===== src/rtl/fw_pkg.sv =====
// rtl/fw_pkg.sv - shared constants and state encoding for the coefficient sequencer
package fw_pkg;

    localparam int FW_DEPTH  = 40;
    localparam int FW_COEF_W = 3;

    typedef enum logic [1:0] {
        ST_IDLE  = 2'd0,
        ST_RUN   = 2'd1,
        ST_DRAIN = 2'd2
    } fw_state_e;

endpackage


===== src/rtl/fw_coef_sequencer.sv =====
// rtl/fw_coef_sequencer.sv - walks the coefficient ROM num_pass times and streams it out
module fw_coef_sequencer
    import fw_pkg::*;
#(
    parameter int WIDTH_A = 12,
    parameter int DEPTH   = FW_DEPTH,
    parameter int COEF_W  = FW_COEF_W,
    parameter int PASS_W  = 8
) (
    input  logic               clk,
    input  logic               rst,
    input  logic               start,
    input  logic               abort,
    input  logic [PASS_W-1:0]  num_pass,
    output logic               busy,
    output logic               done,
    output logic [WIDTH_A-1:0] rom_addr,
    input  logic [COEF_W-1:0]  rom_coef,
    output logic [COEF_W-1:0]  coef_out,
    output logic               coef_valid,
    input  logic               coef_ready,
    output logic               coef_last,
    output logic [PASS_W-1:0]  pass_idx
);

    localparam logic [WIDTH_A-1:0] LAST_ADDR = WIDTH_A'(DEPTH - 1);

    fw_state_e          state_q, state_d;
    logic [WIDTH_A-1:0] addr_q, addr_d;
    logic [PASS_W-1:0]  pass_q, pass_d;
    logic [PASS_W-1:0]  num_pass_q, num_pass_d;
    logic [COEF_W-1:0]  coef_out_q, coef_out_d;
    logic               coef_valid_q, coef_valid_d;
    logic               coef_last_q, coef_last_d;
    logic [PASS_W-1:0]  pass_idx_q, pass_idx_d;
    logic               done_q, done_d;
    logic               ld;

    // The output register reloads whenever it is empty or its beat is being taken.
    assign ld = !coef_valid_q || coef_ready;

    always_comb begin
        state_d      = state_q;
        addr_d       = addr_q;
        pass_d       = pass_q;
        num_pass_d   = num_pass_q;
        coef_out_d   = coef_out_q;
        coef_valid_d = coef_valid_q;
        coef_last_d  = coef_last_q;
        pass_idx_d   = pass_idx_q;
        done_d       = 1'b0;
        case (state_q)
            ST_IDLE: begin
                if (start) begin
                    if (num_pass != '0) begin
                        state_d    = ST_RUN;
                        addr_d     = '0;
                        pass_d     = '0;
                        num_pass_d = num_pass;
                    end else begin
                        done_d = 1'b1;
                    end
                end
            end
            ST_RUN: begin
                if (abort) begin
                    state_d      = ST_IDLE;
                    coef_valid_d = 1'b0;
                    coef_last_d  = 1'b0;
                    addr_d       = '0;
                    pass_d       = '0;
                end else if (ld) begin
                    coef_out_d   = rom_coef;
                    coef_valid_d = 1'b1;
                    coef_last_d  = (addr_q == LAST_ADDR);
                    pass_idx_d   = pass_q;
                    if (addr_q == LAST_ADDR) begin
                        addr_d = '0;
                        pass_d = pass_q + PASS_W'(1);
                        if (pass_q == num_pass_q - PASS_W'(1)) begin
                            state_d = ST_DRAIN;
                        end
                    end else begin
                        addr_d = addr_q + WIDTH_A'(1);
                    end
                end
            end
            ST_DRAIN: begin
                if (abort) begin
                    state_d      = ST_IDLE;
                    coef_valid_d = 1'b0;
                    coef_last_d  = 1'b0;
                    addr_d       = '0;
                    pass_d       = '0;
                end else if (coef_valid_q && coef_ready) begin
                    state_d      = ST_IDLE;
                    coef_valid_d = 1'b0;
                    coef_last_d  = 1'b0;
                    done_d       = 1'b1;
                end
            end
            default: begin
                state_d      = ST_IDLE;
                coef_valid_d = 1'b0;
                coef_last_d  = 1'b0;
            end
        endcase
    end

    always_ff @(posedge clk) begin
        if (rst) begin
            state_q      <= ST_IDLE;
            addr_q       <= '0;
            pass_q       <= '0;
            num_pass_q   <= '0;
            coef_out_q   <= '0;
            coef_valid_q <= 1'b0;
            coef_last_q  <= 1'b0;
            pass_idx_q   <= '0;
            done_q       <= 1'b0;
        end else begin
            state_q      <= state_d;
            addr_q       <= addr_d;
            pass_q       <= pass_d;
            num_pass_q   <= num_pass_d;
            coef_out_q   <= coef_out_d;
            coef_valid_q <= coef_valid_d;
            coef_last_q  <= coef_last_d;
            pass_idx_q   <= pass_idx_d;
            done_q       <= done_d;
        end
    end

    assign busy       = (state_q != ST_IDLE);
    assign done       = done_q;
    assign rom_addr   = addr_q;
    assign coef_out   = coef_out_q;
    assign coef_valid = coef_valid_q;
    assign coef_last  = coef_last_q;
    assign pass_idx   = pass_idx_q;

endmodule


===== config.mk =====
export PLATFORM = sky130hd
export DESIGN_NAME = fw_coef_sequencer
export DESIGN_NICKNAME = d
export VERILOG_FILES = /design/src/rtl/fw_pkg.sv /design/src/rtl/fw_coef_sequencer.sv
export SDC_FILE = /design/constraint.sdc
export NUM_CORES = 1
export LEC_CHECK = 0
export BUFFER_PORTS_ARGS = -buffer_cell sky130_fd_sc_hd__buf_2
export CAP_MARGIN = 20
export CORE_MARGIN = 3
export CORE_UTILIZATION = 45
export CTS_CLUSTER_SIZE = 14
export DETAILED_ROUTE_END_ITERATION = 6
export PLACE_DENSITY = 0.67
export SYNTH_ARGS = -nofsm -noshare
export SYNTH_HDL_FRONTEND = slang
export SYNTH_SLANG_ARGS = --single-unit

===== constraint.sdc =====
create_clock -name clk -period 2.3 [get_ports clk]
set_input_delay 0.115 -clock clk [delete_from_list [all_inputs] [get_ports clk]]
set_output_delay 0.115 -clock clk [all_outputs]
set_load 0.02 [all_outputs]

==> Word level (Yosys, flattened, before mapping) <==
Index checks and enable logic that the tools add are counted.
{ "totals": {"in_bits": 16, "reg_bits": 44} }
{ "classes": {"bitwise": 2, "addsub": 3, "muxes": 36, "n_reduce_logical": 13, "n_eq_ne": 11} }
{ "op_table": {"columns": ["cell", "n"], "rows": [
  ["$mux W12", 6],
  ["$mux W8", 6],
  ["$pmux W12 S3", 1],
  ["$pmux W8 S3", 1],
  ["$mux W2", 8],
  ["$add A12 B1 Y12 const B", 1],
  ["$eq A12 B6 Y1 const B", 1],
  ["$ne A3 B3 Y1 const B", 4],
  ["$reduce_and A6 Y1", 2],
  ["$mux W1", 10],
  ["$reduce_and A3 Y1", 3],
  ["$add A8 B1 Y8 const B", 1],
  ["$eq A8 B8 Y1", 1],
  ["$reduce_bool A8 Y1", 1],
  ["$sub A8 B1 Y8 const B", 1],
  ["$ne A2 B2 Y1 const B", 3],
  ["$pmux W1 S3", 2],
  ["$pmux W2 S3", 1],
  ["$reduce_and A5 Y1", 1],
  ["$reduce_bool A3 Y1", 1],
  ["$eq A2 B1 Y1 const B", 1],
  ["$eq A2 B2 Y1 const B", 1],
  ["$logic_not A2 Y1", 1],
  ["$not A1 Y1", 2],
  ["other kinds (5)", 5]
]} }

==> Depth between registers and ports, before layout <==
Gate-level depths: netlist of run 1.
{ "logic_depth": {"ltp_word": 7, "mapped_depth": 7, "ltp_nobuf": 7} }

==> Least setup slack after synthesis of run 1 <==
OpenSTA, ideal clock, no wires.
{ "synth_path": {"path_type": "reg-to-reg", "startpoint": "reg addr_q[0], in the netlist rom_addr[0]", "endpoint": "reg pass_q[2]", "t_arrival_ns": 1.868, "setup_time_ns": 0.070, "t_required_ns": 2.230, "path_slack_ns": 0.362, "stages_incl_launch_ff": 8, "period_less_slack_ns": 1.938, "n_path_buf": 1, "cell_sequence": "dfxtp_1 > ha_1 > and4b_1 > a31o_2 > a221oi_4 > buf_6 > or3_2 > a21oi_1"} }
{ "synth_via": {"elab_chain_cells": 3} }
{ "synth_rtl": {"columns": ["element", "line_no", "text"], "rows": [
  ["from (decl)", "fw_coef_sequencer.sv:29", "logic [WIDTH_A-1:0] addr_q, addr_d;"],
  ["from (signal assigned)", "fw_coef_sequencer.sv:123", "addr_q <= addr_d;"],
  ["$eq A12 B6 Y1", "fw_coef_sequencer.sv:77", "if (addr_q == LAST_ADDR) begin"],
  ["$ne A3 B3 Y1 (no line)", null, null],
  ["$reduce_and A6 Y1 (no line)", null, null],
  ["to (signal assigned)", "fw_coef_sequencer.sv:124", "pass_q <= pass_d;"],
  ["to (decl)", "fw_coef_sequencer.sv:30", "logic [PASS_W-1:0] pass_q, pass_d;"]
]} }
Every way passes these cells.
A chain may end at the register's enable or synchronous reset.

==> Final worst setup path of run 1 <==
{ "layout_path": {"startpoint": "reg num_pass_q[0]", "endpoint": "reg state_q[0]"} }
{ "layout_via": {"elab_chain_cells": 4} }
{ "layout_rtl": {"columns": ["element", "line_no", "text"], "rows": [
  ["from (decl)", "fw_coef_sequencer.sv:31", "logic [PASS_W-1:0] num_pass_q, num_pass_d;"],
  ["from (signal assigned)", "fw_coef_sequencer.sv:125", "num_pass_q <= num_pass_d;"],
  ["$sub A8 B1 Y8", "fw_coef_sequencer.sv:80", "if (pass_q == num_pass_q - PASS_W'(1)) begin"],
  ["$eq A8 B8 Y1", "fw_coef_sequencer.sv:80", null],
  ["$ne A3 B3 Y1 (no line)", null, null],
  ["$reduce_and A6 Y1 (no line)", null, null],
  ["to (signal assigned)", "fw_coef_sequencer.sv:122", "state_q <= state_d;"],
  ["to (decl)", "fw_coef_sequencer.sv:28", "fw_state_e state_q, state_d;"]
]} }
Every way passes these cells.

==> impl_metrics.yaml, run 1 <==
timing:
  whs_ns: 0.0446
  layout_setup_ws_ns: 0.257
  clock.fmax_ghz: 0.490
  hold_viol: 0
  relSlewSlack_pct: 61.5
  fin_crit_sh_pct: 88.8
  setup_viol_count_final: 0
  rsz0062_at_grt: "false"
  min_period_ns: 2.04
  fin_worst_skew_ns: 0.00418
  drv_slew: 0
  tightest_slew_ns: 0.573
  fin_tns_setup_ns: 0
cts:
  cts_tree: "done"
  cts_buffer_depth: 2
  cts-resized-gates: 0
  cts_root_buffer: "clkbuf_8"
  cts_made_buffers: 5
  cts_hold_buf: 0
  path_clk_slew_ns: 0.09
  clock_sinks: 44
  post_cts_buffers: 0
  htreeDepth: 2
  clkLatencyLatePin_ns: 0.29
worst_setup_path:
  rr_startpoint: "num_pass_q[0]$_SDFFE_PP0P_"
  reg2reg_to: "state_q[0]$_SDFFE_PP0P_"
  worst-path-max-fanout: 4
  crit_path_cell_trace: "inv_1 -> ha_1 -> or3b_2 -> nor4_1 -> o2111ai_1 -> a211o_1 -> o21ba_1"
  critPathTopFamily: "simple AND/OR/NAND/NOR gates"
  slowest_stage: "or3b_2"
  r2r_slack_ns: 0.26
  cp-start-kind: "flip-flop"
  worstPathRequired_ns: 2.50
  cp-startpoint: "num_pass_q[0]$_SDFFE_PP0P_"
  crit_buf_inv: 1
  max_stage_delay_ns: 0.49
  crit_arrival_ns: 2.24
  critical_path.endpoint_type: "flip-flop"
  ff2ff_path_depth: 7
  path_class: "flip-flop to flip-flop"
  cp.depth: 7
  critical_path.endpoint: "state_q[0]$_SDFFE_PP0P_"
synth:
  ys_ff_latch: 44
  synth_enable_flop_cells: 0
  ys_warn_count: 0
  synthArstFlopShare_pct: 0
  netlist.area_leader.share_pct: 37.0
  avgSynthCellArea_um2: 9.37
  synth_cells: 254
  yosysMostFrequentCell: "dfxtp_1"
  syn_nets: 273
  synth_area_mm2: 0.00238
  yosysTopAreaCell: "dfxtp_1"
  synth-main-ff-cell: "dfxtp_1"
  ys_types: 61
  netlist_top_cells_area: "dfxtp_1 (37%), mux2i_1 (7.1%), nor2_1 (6.1%)"
  synth.cells.most_frequent: "dfxtp_1 (44), nor2_1 (39), mux2i_1 (17), xor2_1 (12), o2111ai_1 (9)"
  yosysSeqAreaShare_pct: 37.0
power:
  p_leak_nw: 1.15
  powerDensity_mw_per_mm2: 583
  seqPwrFrac_pct: 49.8
  sw_frac_of_total_pct: 25.5
  irDropWorstVdd_v: 0.000403
  combinationalPowerShare_pct: 12.9
  clock_power_share_pct: 37.3
  intPower_w: 0.00119
  p_sw_w: 0.000407
global_routing:
  track_usage_pct: 17.0
  grt_pass1_vias: 1782
  grt_overflow_total: 0
  grt_max_degree: 32
  grt_pass1_wl_um: 8420
  antenna_found_initial: 0
drt:
  first_iter_violations: 74
  drc: 0
  firstDrtPassIters: 4
  wl_per_cell_um: 13.4
  via_count: 1963
  ant_nets: 0
  post_drt_via_cell_ratio: 5.38
  drt-total-wl_um: 4910
layout:
  syn_to_final_growth_pct: 15.0
  antenna_cells: 0
  final_cells: 365
  nets: 316
  fin_util_pct: 55.7
  drive_above_1_share_pct: 32.9
worst_hold_path:
  hold_class: "input pin to flip-flop"
placed_design:
  dp.cells: 357
  portBuffers: 42
  dp_hpwl_um: 3570
  place_ws_ns: 0.246
  gp_congestion: 0.811
floorplan:
  fp.dieW_um: 78.7
  core_area_mm2: 0.00491
  dieArea_mm2: 0.00620
  fp-row-count: 25
  die_h_um: 78.7
  ios: 43
  start_util_pct: 48.5
outcome:
  outcome: "finished, final reports clean"
job:
  drv_cap: 0
[worst register-to-register path, delay by kind of cell, from the launching register on]
kind | cells | cell delay (ns)
compound gates | 3 | 0.64
fa+ha+maj | 1 | 0.21
buf+inv | 1 | 0.08
flops | 1 | 0.34
simple gates | 2 | 0.68
[metal layers]
metal  vias to the layer above  track usage [%]  part of all wire, %
met5                         -                0                    0
met4                         0             4.20                 0.94
met3                         5             4.88                  4.4
met2                        44             25.6                   44
met1                       913             23.8                   51
li1                       1001                -                    -
[cells by family (layout without fill, tap and decap cells)]
group / Yosys count / after routing / share of synthesized area, %
xor gates and xnor gates: 18 / 18 / 6.62
DFF: 44 / 44 / 37.0
buffers and inverters: 21 / 65 / 5.67
muxes: 17 / 17 / 7.15
and+or+nand+nor: 97 / 97 / 22.9
adders and majority gates: 3 / 3 / 1.58
AOI/OAI and AO/OA: 54 / 54 / 19.1
[flip-flops by register name, summed over array words and instances (netlist names)]
signal      cells
coef_last       1
coef_out        3
coef_valid      1
done            1
num_pass_q      8
pass_idx        8
pass_q          8
rom_addr       12
state_q         2
[per-stage QoR]
| step | area [um2] | power (W) |
|---|---|---|
| 6_report | 2740 | 0.00160 |
| 5_1_grt | 2740 | 0.00168 |
| 4_1_cts | 2740 | 0.00161 |
| 3_5_place_dp | 2630 | 0.00102 |
| 3_3_place_gp | 2630 | 0.00102 |
| 2_1_floorplan | 2380 | 0.000974 |
[power by group through the flow]
stage	sequential, W	combinational, W	clock [W]
after global placement	0.000812	0.000204	0
final	0.000795	0.000206	0.000596
after detailed placement	0.000812	0.000206	0
after floorplan	0.000809	0.000165	0
after global routing	0.000799	0.000229	0.000647
after CTS	0.000794	0.000208	0.000607
[area by class of cell]
type | count | area [um2]
Fill cell | 480 | 2170
Multi-Input combinational cell | 189 | 1370
Sequential cell | 44 | 881
Timing Repair Buffer | 50 | 270
Tap cell | 67 | 83.8
Clock buffer | 5 | 68.8
Clock inverter | 3 | 42.5
Inverter | 7 | 26.3
[placed cells by master (no fill, tap or decap), drive strengths merged, types with 4 or more instances in the layout]
| master | n |
|---|---|
| nor3 | 5 |
| nor4 | 4 |
| mux2i | 17 |
| nand2 | 8 |
| a21oi | 15 |
| o21ai | 11 |
| o2111ai | 9 |
| xor2 | 12 |
| buf | 50 |
| nand3 | 4 |
| inv | 7 |
| nand4 | 4 |
| clkbuf | 5 |
| or3 | 7 |
| dfxtp | 44 |
| nor2 | 39 |
| xnor2 | 6 |
[how the worst min path moves through the flow]
| stage | end | cells past startpoint | startpoint | slack, ns |
|---|---|---|---|---|
| CTS | coef_out[2]$_SDFFE_PP0P_ | 3 | rom_coef[2] | 0.04 |
| detailed placement | coef_out[1]$_SDFFE_PP0P_ | 3 | rom_coef[1] | 0.36 |
| global route | coef_out[2]$_SDFFE_PP0P_ | 3 | rom_coef[2] | 0.08 |
| floorplan | num_pass_q[1]$_SDFFE_PP0P_ | 2 | num_pass[1] | 0.25 |
| global placement | coef_out[0]$_SDFFE_PP0P_ | 3 | rom_coef[0] | 0.35 |
| finish | coef_out[2]$_SDFFE_PP0P_ | 3 | rom_coef[2] | 0.04 |
(Power assumes the default switching activity.)
==> run 2: changes to the inputs <==
Settings changed: ABC_AREA set to 1.
==> impl_metrics.yaml, run 2 <==
outcome:
  outcome: "finished, final reports clean"
timing:
  fin_crit_sh_pct: 77.1
  setup_viol_count_final: 0
  min_period_ns: 1.77
  relSlewSlack_pct: 53.0
  clock.fmax_ghz: 0.564
  fin_tns_setup_ns: 0
  drv_slew: 0
  layout_setup_ws_ns: 0.526
  tightest_slew_ns: 0.704
  fin_worst_skew_ns: 0.00772
  hold_viol: 0
  rsz0062_at_grt: "false"
cts:
  path_clk_slew_ns: 0.08
  cts_buffer_depth: 2
  clock_sinks: 44
  htreeDepth: 2
  cts_root_buffer: "clkbuf_8"
  clkLatencyLatePin_ns: 0.30
  cts_hold_buf: 0
  cts_made_buffers: 5
  post_cts_buffers: 0
  cts-resized-gates: 0
  cts_tree: "done"
worst_setup_path:
  crit_arrival_ns: 1.96
  worstPathRequired_ns: 2.49
  ff2ff_path_depth: 10
  max_stage_delay_ns: 0.43
  reg2reg_to: "rom_addr[7]$_SDFFE_PP0P_"
  crit_path_cell_trace: "ha_1 -> inv_1 -> nor2_1 -> nand3_1 -> nand2_1 -> nand2_8 -> nand2_4 -> clkinv_2 -> o21ai_1 -> a21oi_1"
  slowest_stage: "dfxtp_1"
  rr_startpoint: "rom_addr[0]$_SDFFE_PP0P_"
  crit_buf_inv: 2
  critical_path.endpoint_type: "flip-flop"
  path_class: "flip-flop to flip-flop"
  worst-path-max-fanout: 8
  cp-start-kind: "flip-flop"
  critPathTopFamily: "simple AND/OR/NAND/NOR gates"
  r2r_slack_ns: 0.53
drt:
  post_drt_via_cell_ratio: 4.94
  ant_nets: 0
  first_iter_violations: 119
  drt-total-wl_um: 5550
  wl_per_cell_um: 12.0
  firstDrtPassIters: 4
  via_count: 2289
  drc: 0
worst_hold_path:
  hold_path_end: "coef_out[1]$_SDFFE_PP0P_"
  hold_class: "input pin to flip-flop"
  holdPathStages: 3
  min_from: "rom_coef[1]"
synth:
  netlist_top_cells_area: "dfxtp_1 (37%), nand2_1 (12%), nor2_1 (8.9%)"
  synthArstFlopShare_pct: 0
  yosysSeqAreaShare_pct: 37.5
  synth.cells.most_frequent: "nand2_1 (76), nor2_1 (56), dfxtp_1 (44), inv_1 (37), a21oi_1 (29)"
  ys_ff_latch: 44
  ys_warn_count: 0
  avgSynthCellArea_um2: 6.70
  synth_cells: 351
  synth_enable_flop_cells: 0
  yosysTopAreaCell: "dfxtp_1"
  synth-main-ff-cell: "dfxtp_1"
  synth_area_mm2: 0.00235
  yosysMostFrequentCell: "nand2_1"
  netlist.area_leader.share_pct: 37.5
  ys_types: 34
  syn_nets: 370
job:
  drv_cap: 0
placed_design:
  place_ws_ns: 0.535
  dp.cells: 455
  dp_hpwl_um: 4250
  gp_congestion: 0.837
  portBuffers: 42
floorplan:
  die_h_um: 78.3
  start_util_pct: 48.2
  dieArea_mm2: 0.00613
  fp.dieW_um: 78.3
  core_area_mm2: 0.00488
  ios: 43
  fp-row-count: 25
power:
  clock_power_share_pct: 33.2
  p_leak_nw: 1.24
  combinationalPowerShare_pct: 20.0
  irDropWorstVdd_v: 0.000304
  sw_frac_of_total_pct: 30.2
  seqPwrFrac_pct: 46.8
  intPower_w: 0.00124
  p_sw_w: 0.000538
  powerDensity_mw_per_mm2: 653
global_routing:
  grt_pass1_wl_um: 9500
  grt_max_degree: 24
  grt_overflow_total: 0
  track_usage_pct: 19.2
  grt_pass1_vias: 2106
  antenna_found_initial: 0
layout:
  largest_reg_flops: 12
  antenna_cells: 0
  nets: 414
  final_cells: 463
  drive_above_1_share_pct: 17.7
  syn_to_final_growth_pct: 16.1
  mostFrequentLayoutCell: "nand2_1"
  mostFrequentLayoutCells: "nand2_1 (76), nor2_1 (56), dfxtp_1 (44)"
==> run 2: final cells by class <==
class	instances	area, um2
Tap cell	67	83.8
Timing Repair Buffer	44	225
Multi-Input combinational cell	258	1270
Fill cell	493	2150
Inverter	42	161
Clock buffer	6	72.6
Sequential cell	44	881
Clock inverter	2	35.0
==> run 2: worst reg2reg max path, cell delays in order (launching register included) <==
cell      delay (ns)
dfxtp_1         0.43
ha_1            0.20
inv_1           0.06
nor2_1          0.16
nand3_1         0.17
nand2_1         0.20
nand2_8         0.09
nand2_4         0.10
clkinv_2        0.12
o21ai_1         0.09
a21oi_1         0.05
==> run 2: layer usage <==
metal	track usage, %	vias to the layer above	wire length (um)
met5	0	-	0
met4	5.94	0	38
met2	31.5	36	2590
met1	25.1	1037	2700
li1	-	1212	-
met3	4.47	4	222
==> run 2: per-stage QoR <==
stage          cell area, um2  power, W  hold slack [ns]  util, %
4_1_cts                  2730   0.00181           0.0219     55.9
6_report                 2730   0.00178           0.0348     55.9
5_1_grt                  2730   0.00189           0.0485     55.9
2_1_floorplan            2350   0.00112            0.250        -
3_3_place_gp             2620   0.00121            0.339     53.7
3_5_place_dp             2620   0.00121            0.342     53.7
==> run 2: logic make-up after synthesis <==
kind of cell,Yosys count,share of synthesized area [%]
XOR/XNOR,7,2.61
AND/OR/NAND/NOR,190,36.9
adder cells (fa/ha/maj),3,1.60
flip-flops,44,37.5
AO/OA/AOI/OAI,58,13.0
buffers and inverters,49,8.46
==> run 2: worst max-delay path by stage <==
stage | from | endpoint | slack (ns) | cells after the start
floorplan | rom_addr[0]$_SDFFE_PP0P_ | rom_addr[7]$_SDFFE_PP0P_ | 0.66 | 10
global placement | rom_addr[0]$_SDFFE_PP0P_ | rom_addr[7]$_SDFFE_PP0P_ | 0.54 | 10
detailed placement | rom_addr[0]$_SDFFE_PP0P_ | rom_addr[7]$_SDFFE_PP0P_ | 0.54 | 10
CTS | rom_addr[0]$_SDFFE_PP0P_ | rom_addr[7]$_SDFFE_PP0P_ | 0.51 | 10
global route | rom_addr[0]$_SDFFE_PP0P_ | pass_q[2]$_SDFFE_PP0P_ | 0.30 | 8
finish | rom_addr[0]$_SDFFE_PP0P_ | rom_addr[7]$_SDFFE_PP0P_ | 0.53 | 10
==> run 2: power by group through the flow <==
stage	sequential (W)	clock [W]	combinational [W]
5_1_grt	0.000841	0.000638	0.000410
2_1_floorplan	0.000875	0	0.000242
6_report	0.000835	0.000592	0.000356
3_5_place_dp	0.000853	0	0.000356
3_3_place_gp	0.000853	0	0.000355
4_1_cts	0.000835	0.000615	0.000359
==> run 3: changes to the inputs <==
Clock period 2.3 ns to 1.65 ns, I/O delays scaled along.
==> impl_metrics.yaml, run 3 (synthesized netlist as in run 2, its figures left out) <==
layout:
  drive_above_1_share_pct: 25.5
  nets: 433
  mostFrequentLayoutCells: "nand2_1 (74), nor2_1 (53), buf_2 (42)"
  final_cells: 482
  syn_to_final_growth_pct: 25.9
  mostFrequentLayoutCell: "nand2_1"
  largest_reg_flops: 12
  antenna_cells: 0
  fin_util_pct: 60.7
drt:
  post_drt_via_cell_ratio: 4.93
  ant_nets: 0
  via_count: 2375
  drc: 0
  drt-total-wl_um: 5980
  firstDrtPassIters: 4
  wl_per_cell_um: 12.4
  first_iter_violations: 156
power:
  combinationalPowerShare_pct: 23.4
  powerDensity_mw_per_mm2: 833
  clock_power_share_pct: 29.3
  irDropWorstVdd_v: 0.000375
  sw_frac_of_total_pct: 32.4
  intPower_w: 0.00167
  p_sw_w: 0.000799
  p_leak_nw: 1.35
  seqPwrFrac_pct: 47.2
  power_w: 0.00247
worst_setup_path:
  slowest_stage: "dfxtp_1"
  worstPathRequired_ns: 1.86
  critPathTopFamily: "simple AND/OR/NAND/NOR gates"
  worst-path-max-fanout: 3
  path_class: "flip-flop to flip-flop"
  crit_path_cell_trace: "ha_1 -> inv_1 -> nor2_2 -> nand3_2 -> nor2_2 -> nand3_1 -> nor2_1 -> nand2_2 -> a21oi_2 -> nor2_1"
  critical_path.endpoint_type: "flip-flop"
  max_stage_delay_ns: 0.34
  crit_arrival_ns: 1.82
  cp-start-kind: "flip-flop"
  crit_buf_inv: 1
outcome:
  outcome: "finished, final reports clean"
timing:
  hold_viol: 0
  layout_setup_ws_ns: 0.0424
  min_period_ns: 1.61
  fin_crit_sh_pct: 97.4
  setup_viol_count_final: 0
  rsz0062_at_grt: "true"
  clock.fmax_ghz: 0.622
  fin_worst_skew_ns: 0.00800
  drv_slew: 0
  relSlewSlack_pct: 73.2
  tightest_slew_ns: 0.401
floorplan:
  die_h_um: 78.3
  fp-row-count: 25
  start_util_pct: 48.2
  fp.dieW_um: 78.3
  dieArea_mm2: 0.00613
  core_area_mm2: 0.00488
  ios: 43
worst_hold_path:
  hold_class: "input pin to flip-flop"
global_routing:
  antenna_found_initial: 0
  busiest_layer: "met2"
  use_met1_pct: 26.8
  grt_max_degree: 21
  track_usage_pct: 20.4
  grt_pass1_vias: 2142
  grt_pass1_wl_um: 9920
  grt_util_met3_pct: 3.44
  grt_overflow_total: 0
  grt_use_met2_pct: 33.3
cts:
  clkLatencyLatePin_ns: 0.31
  htreeDepth: 2
  cts_tree: "done"
  post_cts_buffers: 0
  cts_root_buffer: "clkbuf_8"
  path_clk_slew_ns: 0.08
  clock_sinks: 44
  cts_made_buffers: 5
  cts_buffer_depth: 2
placed_design:
  portBuffers: 42
  dp.cells: 471
  place_ws_ns: -0.00401
  gp_congestion: 0.830
  dp_hpwl_um: 4440
job:
  drv_cap: 0
[run 3: cell types whose count changed in the layout (fill, tap and decap cells not counted), moves of 2 or more]
| cell | change |
|---|---|
| nor2_1 | -3 |
| dfxtp_2 | +4 |
| buf_4 | +15 |
| nand3_2 | +2 |
| nor2_4 | +2 |
| dlygate4sd3_1 | +3 |
| inv_1 | -4 |
| nand3_1 | -2 |
| nand2_2 | +2 |
| dfxtp_1 | -4 |
| inv_2 | +4 |
| a21oi_1 | -2 |
| nand2_1 | -2 |
[run 3: cell type report]
class,count,area (um2)
clock inverters,2,10.0
fillers,474,1920
clock buffers,6,82.6
flip-flops and latches,44,886
inverters,42,165
well taps,67,83.8
repair buffers,63,388
multi-input cells,258,1350
[run 3: worst min-delay path, cell delays in order]
cell and delay, ns:
buf_2 0.09, nor2_1 0.04, nor2_1 0.09
[run 3: final timing paths]
check | from | to | slack [ns] | cells after the start
max | rom_addr[0]$_SDFFE_PP0P_ | state_q[0]$_SDFFE_PP0P_ | 0.04 | 10
min | num_pass[7] | num_pass_q[7]$_SDFFE_PP0P_ | 0.03 | 3
max reg2reg | rom_addr[0]$_SDFFE_PP0P_ | state_q[0]$_SDFFE_PP0P_ | 0.04 | 10
min reg2reg | coef_last$_SDFFE_PP0P_ | coef_last$_SDFFE_PP0P_ | 0.47 | 2
[run 3: power by group through the flow]
| stage | clock network (W) | registers, W | logic [W] |
|---|---|---|---|
| 3_5_place_dp | 0 | 0.00118 | 0.000531 |
| 5_1_grt | 0.000772 | 0.00117 | 0.000649 |
| 2_1_floorplan | 0 | 0.00122 | 0.000337 |
| 6_report | 0.000724 | 0.00117 | 0.000578 |
| 4_1_cts | 0.000743 | 0.00116 | 0.000538 |
| 3_3_place_gp | 0 | 0.00118 | 0.000527 |
[run 3: timing repair]
action	in CTS	in global routing
hold endpoints to repair	3	0
hold buffers	3	0
pin swaps	1	4
resized for setup	0	26
setup endpoints to repair	7	24
[run 3: routing by layer]
layer | up-vias | part of all wire, %
met1 | 1053 | 47
met4 | 0 | 1.8
met2 | 56 | 47
li1 | 1257 | -
met3 | 9 | 4.5
met5 | - | 0
[run 3: metrics by stage]
step / hold WS [ns] / area [um2] / setup TNS, ns
2_1_floorplan: 0.217 / 2350 / 0
3_3_place_gp: 0.308 / 2760 / -0.0696
3_5_place_dp: 0.311 / 2760 / -0.00401
4_1_cts: 0.0193 / 2880 / -0.0700
5_1_grt: 0.0469 / 2960 / -0.138
6_report: 0.0264 / 2960 / 0
